==> src/rtl/bcd_pkg.sv <==
// -----------------------------------------------------------------------------
// bcd_pkg
// Shared BCD types and helpers for the scanned BCD counter.
//   bcd_t        : one BCD digit nibble
//   BCD_MAX      : largest legal digit value (9)
//   BCD_BLANK    : code the downstream bcd2seven decoder renders as blank
//   bcd_sanitize : forces any non-BCD nibble (>9) to 0
// -----------------------------------------------------------------------------
package bcd_pkg;

    typedef logic [3:0] bcd_t;

    localparam bcd_t BCD_MAX   = 4'd9;
    localparam bcd_t BCD_BLANK = 4'hF;

    // Non-BCD codes collapse to 0 so a bad load can never leave a digit stuck
    // outside the 0..9 cycle.
    function automatic bcd_t bcd_sanitize(input bcd_t nibble);
        bcd_t res;
        if (nibble > BCD_MAX) begin
            res = 4'd0;
        end else begin
            res = nibble;
        end
        return res;
    endfunction

endpackage

==> src/rtl/bcd_digit.sv <==
// -----------------------------------------------------------------------------
// bcd_digit
// One BCD digit up/down counter; chained through co/bo to build a multi-digit
// counter.
// Ports:
//   clk, rst_n     : clock, asynchronous active-low reset
//   inc, dec       : step up / step down this cycle (never both in practice)
//   ld, ld_val     : synchronous load, value sanitised to BCD
//   clr            : synchronous clear, highest priority
//   q              : registered digit value
//   co             : carry out, inc while q==9 (combinational)
//   bo             : borrow out, dec while q==0 (combinational)
// -----------------------------------------------------------------------------
module bcd_digit
    import bcd_pkg::*;
(
    input  logic clk,
    input  logic rst_n,
    input  logic inc,
    input  logic dec,
    input  logic ld,
    input  bcd_t ld_val,
    input  logic clr,
    output bcd_t q,
    output logic co,
    output logic bo
);

    bcd_t q_q;
    bcd_t q_d;

    // Next digit value: clr > ld > inc > dec.
    always_comb begin
        q_d = q_q;
        if (clr) begin
            q_d = 4'd0;
        end else if (ld) begin
            q_d = bcd_sanitize(ld_val);
        end else if (inc) begin
            q_d = (q_q == BCD_MAX) ? 4'd0 : (q_q + 4'd1);
        end else if (dec) begin
            q_d = (q_q == 4'd0) ? BCD_MAX : (q_q - 4'd1);
        end else begin
            q_d = q_q;
        end
    end

    // Digit state register.
    always_ff @(posedge clk or negedge rst_n) begin
        if (!rst_n) begin
            q_q <= 4'd0;
        end else begin
            q_q <= q_d;
        end
    end

    assign q  = q_q;
    assign co = inc & (q_q == BCD_MAX);
    assign bo = dec & (q_q == 4'd0);

endmodule

==> src/rtl/bcd_scan_counter.sv <==
// -----------------------------------------------------------------------------
// bcd_scan_counter
// NDIG-digit BCD up/down counter with a time-multiplexed digit scanner feeding
// a bcd2seven decoder.
// Parameters:
//   NDIG     : number of digits (2..8)
//   SCAN_DIV : clk cycles per scan slot (>=2)
// Ports:
//   clk, rst_n : clock, asynchronous active-low reset
//   en, up     : count enable and direction
//   clr        : synchronous clear (beats load and en)
//   load       : synchronous parallel load of load_val (beats en)
//   load_val   : load value, digit0 in [3:0], non-BCD nibbles load as 0
//   count      : registered count, digit0 in [3:0]
//   carry      : one-cycle pulse on wrap in either direction
//   bcd_out    : registered nibble of the scanned digit
//   dig_an_n   : registered active-low one-cold digit enable
// Configuration macro:
//   LEADING_ZERO_BLANK_EN : when defined, leading zero digits (except digit0)
//                           are shown as BCD_BLANK.
// -----------------------------------------------------------------------------
module bcd_scan_counter
    import bcd_pkg::*;
#(
    parameter int NDIG     = 4,
    parameter int SCAN_DIV = 1000
) (
    input  logic              clk,
    input  logic              rst_n,
    input  logic              en,
    input  logic              up,
    input  logic              clr,
    input  logic              load,
    input  logic [4*NDIG-1:0] load_val,
    output logic [4*NDIG-1:0] count,
    output logic              carry,
    output logic [3:0]        bcd_out,
    output logic [NDIG-1:0]   dig_an_n
);

    localparam int PSC_W = (SCAN_DIV > 1) ? $clog2(SCAN_DIV) : 1;
    localparam int IDX_W = (NDIG > 1) ? $clog2(NDIG) : 1;
    localparam logic [PSC_W-1:0] PSC_LAST = PSC_W'(SCAN_DIV - 1);
    localparam logic [IDX_W-1:0] IDX_LAST = IDX_W'(NDIG - 1);

    bcd_t              digit_s [NDIG];
    logic [NDIG-1:0]   inc_s;
    logic [NDIG-1:0]   dec_s;
    logic [NDIG-1:0]   co_s;
    logic [NDIG-1:0]   bo_s;
    logic              step_s;

    logic              carry_q;
    logic              carry_d;
    logic [PSC_W-1:0]  psc_q;
    logic [PSC_W-1:0]  psc_d;
    logic [IDX_W-1:0]  idx_q;
    logic [IDX_W-1:0]  idx_d;
    logic [3:0]        bcd_out_q;
    logic [3:0]        bcd_out_d;
    logic [NDIG-1:0]   dig_an_n_q;
    logic [NDIG-1:0]   dig_an_n_d;
    bcd_t              sel_s;

    // Counting only happens when neither clr nor load claims the cycle.
    assign step_s = en & ~clr & ~load;

    genvar g;
    generate
        for (g = 0; g < NDIG; g++) begin : g_digit
            if (g == 0) begin : g_lsd
                assign inc_s[g] = step_s & up;
                assign dec_s[g] = step_s & ~up;
            end else begin : g_upper
                assign inc_s[g] = co_s[g-1];
                assign dec_s[g] = bo_s[g-1];
            end

            bcd_digit u_digit (
                .clk    (clk),
                .rst_n  (rst_n),
                .inc    (inc_s[g]),
                .dec    (dec_s[g]),
                .ld     (load),
                .ld_val (load_val[4*g +: 4]),
                .clr    (clr),
                .q      (digit_s[g]),
                .co     (co_s[g]),
                .bo     (bo_s[g])
            );

            assign count[4*g +: 4] = digit_s[g];
        end
    endgenerate

    // Carry pulses only when the most significant digit wraps; step_s gating
    // already makes clr/load force it low.
    always_comb begin
        carry_d = co_s[NDIG-1] | bo_s[NDIG-1];
    end

    // Free-running prescaler and scan index, independent of count controls.
    always_comb begin
        psc_d = psc_q;
        idx_d = idx_q;
        if (psc_q == PSC_LAST) begin
            psc_d = {PSC_W{1'b0}};
            idx_d = (idx_q == IDX_LAST) ? {IDX_W{1'b0}} : (idx_q + {{(IDX_W-1){1'b0}}, 1'b1});
        end else begin
            psc_d = psc_q + {{(PSC_W-1){1'b0}}, 1'b1};
            idx_d = idx_q;
        end
    end

    // Select the scanned digit (and optionally blank it) from current state.
    always_comb begin
        sel_s = 4'd0;
        for (int i = 0; i < NDIG; i++) begin
            if (idx_q == IDX_W'(i)) begin
                sel_s = digit_s[i];
            end else begin
                sel_s = sel_s;
            end
        end
    end

`ifdef LEADING_ZERO_BLANK_EN
    logic blank_s;

    // A digit above digit0 is blank when it and every higher digit are zero.
    always_comb begin
        blank_s = 1'b0;
        for (int i = 1; i < NDIG; i++) begin
            if (idx_q == IDX_W'(i)) begin
                blank_s = 1'b1;
                for (int j = i; j < NDIG; j++) begin
                    blank_s = blank_s & (digit_s[j] == 4'd0);
                end
            end else begin
                blank_s = blank_s;
            end
        end
    end

    // Output nibble with blanking applied.
    always_comb begin
        bcd_out_d = blank_s ? BCD_BLANK : sel_s;
    end
`else
    // Output nibble, every digit shown.
    always_comb begin
        bcd_out_d = sel_s;
    end
`endif

    // One-cold digit enable for the current index.
    always_comb begin
        dig_an_n_d = ~(NDIG'(1) << idx_q);
    end

    // Carry, scanner state and registered display outputs; nibble and enable
    // share one edge so two digits are never lit together.
    always_ff @(posedge clk or negedge rst_n) begin
        if (!rst_n) begin
            carry_q    <= 1'b0;
            psc_q      <= {PSC_W{1'b0}};
            idx_q      <= {IDX_W{1'b0}};
            bcd_out_q  <= 4'h0;
            dig_an_n_q <= ~(NDIG'(1));
        end else begin
            carry_q    <= carry_d;
            psc_q      <= psc_d;
            idx_q      <= idx_d;
            bcd_out_q  <= bcd_out_d;
            dig_an_n_q <= dig_an_n_d;
        end
    end

    assign carry    = carry_q;
    assign bcd_out  = bcd_out_q;
    assign dig_an_n = dig_an_n_q;

endmodule

==> config.mk <==
export PLATFORM = sky130hd
export DESIGN_NAME = bcd_scan_counter
export DESIGN_NICKNAME = d
export VERILOG_FILES = /design/src/rtl/bcd_pkg.sv /design/src/rtl/bcd_digit.sv /design/src/rtl/bcd_scan_counter.sv
export SDC_FILE = /design/constraint.sdc
export NUM_CORES = 1
export LEC_CHECK = 0
export CORE_ASPECT_RATIO = 0.7
export CORE_MARGIN = 10
export CORE_UTILIZATION = 50
export DETAILED_ROUTE_END_ITERATION = 10
export HOLD_SLACK_MARGIN = 0.02
export PLACE_DENSITY = 0.77
export SLEW_MARGIN = 40
export SYNTH_ARGS = -nofsm -noshare
export SYNTH_HDL_FRONTEND = slang
export SYNTH_SLANG_ARGS = --single-unit
export TNS_END_PERCENT = 10
==> constraint.sdc <==
create_clock -name clk -period 2.3 [get_ports clk]
set_input_delay 0.575 -clock clk [delete_from_list [all_inputs] [get_ports clk]]
set_output_delay 0.575 -clock clk [all_outputs]
set_load 0.05 [all_outputs]
==> flow_metrics.env <==
export IMPL_outcome="completed"
export IMPL_ys_top_cells_by_count="dfrtp_1, nor2_1, nand2_1, inv_1"
export IMPL_ys_seq_area_share_pct=35.1
export IMPL_min_to="psc_q[8]"
export IMPL_clkSinkCount=37
export IMPL_die_area_um2=8660
export IMPL_cp_required_ps=1730
export IMPL_r2r_end="g_digit[1].u_digit.q[3]"
export IMPL_final_core_util_pct=67.9
export IMPL_clk_pin_slew_ps=80
export IMPL_avgSynthCellArea_um2=8.60
export IMPL_ys_ff_latch=37
export IMPL_insertion_delay_ps=300
export IMPL_first_global_vias=2449
export IMPL_hold_ws_ps=493
export IMPL_io_pins=47
export IMPL_holdPathStages=1
export IMPL_antenna_found_initial=0
export IMPL_fmax_mhz=446
export IMPL_start_util_pct=51.2
export IMPL_end_kind="output pin"
export IMPL_cts_hold_buf=0
export IMPL_synth_edf_count=0
export IMPL_hold_violations=0
export IMPL_synth_top_area_share_pct=32.1
export IMPL_clockBufferDepth=2
export IMPL_gr_total_overflow=0
export IMPL_yosys_area_top_type="dfrtp_1"
export IMPL_maxSlewHeadroom_pct=65.4
export IMPL_grt_pass1_wl_um=12400
export IMPL_final_min_clock_period_ps=2240
export IMPL_port_buffers=46
export IMPL_post_route_period_util_pct=97.4
export IMPL_synth_cell_types=58
export IMPL_placed_area_um2=3380
export IMPL_dp_hpwl_um=5940
export IMPL_cts_htree_levels=2
export IMPL_yosysWarnings=0
export IMPL_cts_buffers=5
export IMPL_slew_violations=0
export IMPL_fin_nets=425
export IMPL_drt_first_pass_iters=5
export IMPL_synth_area_top_cells="dfrtp_1, ha_1, nor2_1, nand2_1, o21ai_0"
export IMPL_antenna_left=0
export IMPL_cp_cell_sequence="clkdlybuf4s50_1"
export IMPL_rows=22
export IMPL_syn_nets=351
export IMPL_fill_cells=443
export IMPL_fin_area_um2=3520
export IMPL_rsz0062_at_grt="no"
export IMPL_vias=2627
export IMPL_die_w_um=107
export IMPL_max_stage_delay_ps=860
export IMPL_crit_type="reg2out"
export IMPL_r2r_cells=7
export IMPL_cap_violations=0
export IMPL_finalSetupViolCount=0
export IMPL_syn_instance_count=308
export IMPL_powerDensity_nw_per_um2=532
export IMPL_final_cells=455
export IMPL_crit_family="buffers and inverters"
export IMPL_antenna_cells=0
export IMPL_max_vdd_ir_drop_mv=0.302
export IMPL_synth_most_common_cell="dfrtp_1"
export IMPL_synth_cell_area_um2=2650
export IMPL_drive_gt1_share_pct=15.9
export IMPL_async_flop_share_pct=100
export IMPL_drt_first_iter_violations=163
export IMPL_cp_buffers_inverters=1
export IMPL_track_usage_pct=17.8
export IMPL_synth_ff_type="dfrtp_1"
export IMPL_p_leak_nw=1.59
export IMPL_cts_tree="done"
export IMPL_critPathArrivalTime_ps=1670
export IMPL_tightestPinTransition_ps=517
export IMPL_wl_per_cell_um=16.7
export IMPL_cp_max_fo=8
export IMPL_gp_congestion=0.900
export IMPL_die_h_um=80.9
export IMPL_min_path_type="reg2reg"
export IMPL_routed_wl_um=7610
export IMPL_cts_root_buffer="clkbuf_8"
export IMPL_ff2ff_setup_slack_ps=160
export IMPL_post_place_cells=447
export IMPL_crit_reg2reg_launch="g_digit[0].u_digit.q[0]"
export IMPL_coreArea_um2=5170
export IMPL_syn_to_final_growth_pct=32.7
export IMPL_fin_skew_ps=6.75
export IMPL_start_kind="flip-flop"
export IMPL_grt_max_degree=38
export IMPL_hp_start="psc_q[8]"
export IMPL_slowest_stage="clkdlybuf4s50_1"
export IMPL_viasPerCell=5.77
export IMPL_drc=0
## stage by stage
step                TNS [ps]  setup WS [ps]  power [mW]
CTS                        0           27.0        1.88
global placement        -858           -118        1.29
detailed placement     -1320           -136        1.29
floorplan                  0            112        1.06
finish                     0           59.5        1.87
global route               0           11.6        1.97
## registers in the layout, indices dropped and copies added (netlist names)
register and cells:
carry 1, idx_q 2, g_digit.u_digit.q 16, dig_an_n 4, psc_q 10, bcd_out 4
## worst max-delay path by stage
| stage | from | endpoint | slack (ps) | cells past startpoint |
|---|---|---|---|---|
| after floorplan | g_digit[0].u_digit.q[0] | g_digit[2].u_digit.q[2] | 110 | 6 |
| after global placement | clr | g_digit[2].u_digit.q[1] | -120 | 7 |
| after detailed placement | clr | g_digit[2].u_digit.q[2] | -140 | 6 |
| after CTS | g_digit[3].u_digit.q[0] | count[12] | 30 | 1 |
| after global routing | clr | g_digit[2].u_digit.q[1] | 10 | 7 |
| final | g_digit[3].u_digit.q[2] | count[14] | 60 | 1 |
## where the power goes
part	leakage [nW]	internal, mW	switching [mW]
combinational	1.06	0.232	0.324
clock	0.0543	0.325	0.256
sequential	0.474	0.679	0.0526
total	1.59	1.24	0.633
## area by class of cell
cell class / count / area (um2) / share of cell area [%]
well taps: 72 / 90.1 / 2.56
flip-flops and latches: 37 / 932 / 26.5
clock buffers: 5 / 68.8 / 1.96
inverters: 23 / 86.3 / 2.46
repair buffers: 79 / 703 / 20.0
clock inverters: 3 / 46.3 / 1.32
multi-input cells: 236 / 1590 / 45.2
## routing by layer
layer / track usage [%] / vias to the layer above / part of all wire [%]
met5: 0 / - / 0
li1: - / 1270 / -
met1: 25.2 / 1242 / 49
met4: 3.91 / 0 / 0.70
met3: 5.38 / 5 / 8.0
met2: 25.9 / 110 / 43
## cell usage in the layout (no fill, tap or decap), drive strengths merged, types with 7 or more instances in the layout
cell type	count
a21oi	16
a31oi	8
buf	39
clkdlybuf4s50	36
dfrtp	34
ha	21
inv	23
nand2	29
nand3	19
nor2	31
nor3	7
o21ai	22
## logic make-up after synthesis
family	synth area share [%]
AO/OA/AOI/OAI	19.6
XOR/XNOR	3.30
adder cells (fa/ha/maj)	9.91
buffers and inverters	5.19
flip-flops	35.1
multiplexers	2.41
AND/OR/NAND/NOR	24.5
## repair_timing
action | in CTS | in global routing
gates resized for setup | 0 | 6
buffers inserted | 0 | 0
setup endpoints to repair | 0 | 7
No activity file was read; power rests on OpenSTA's default activity.
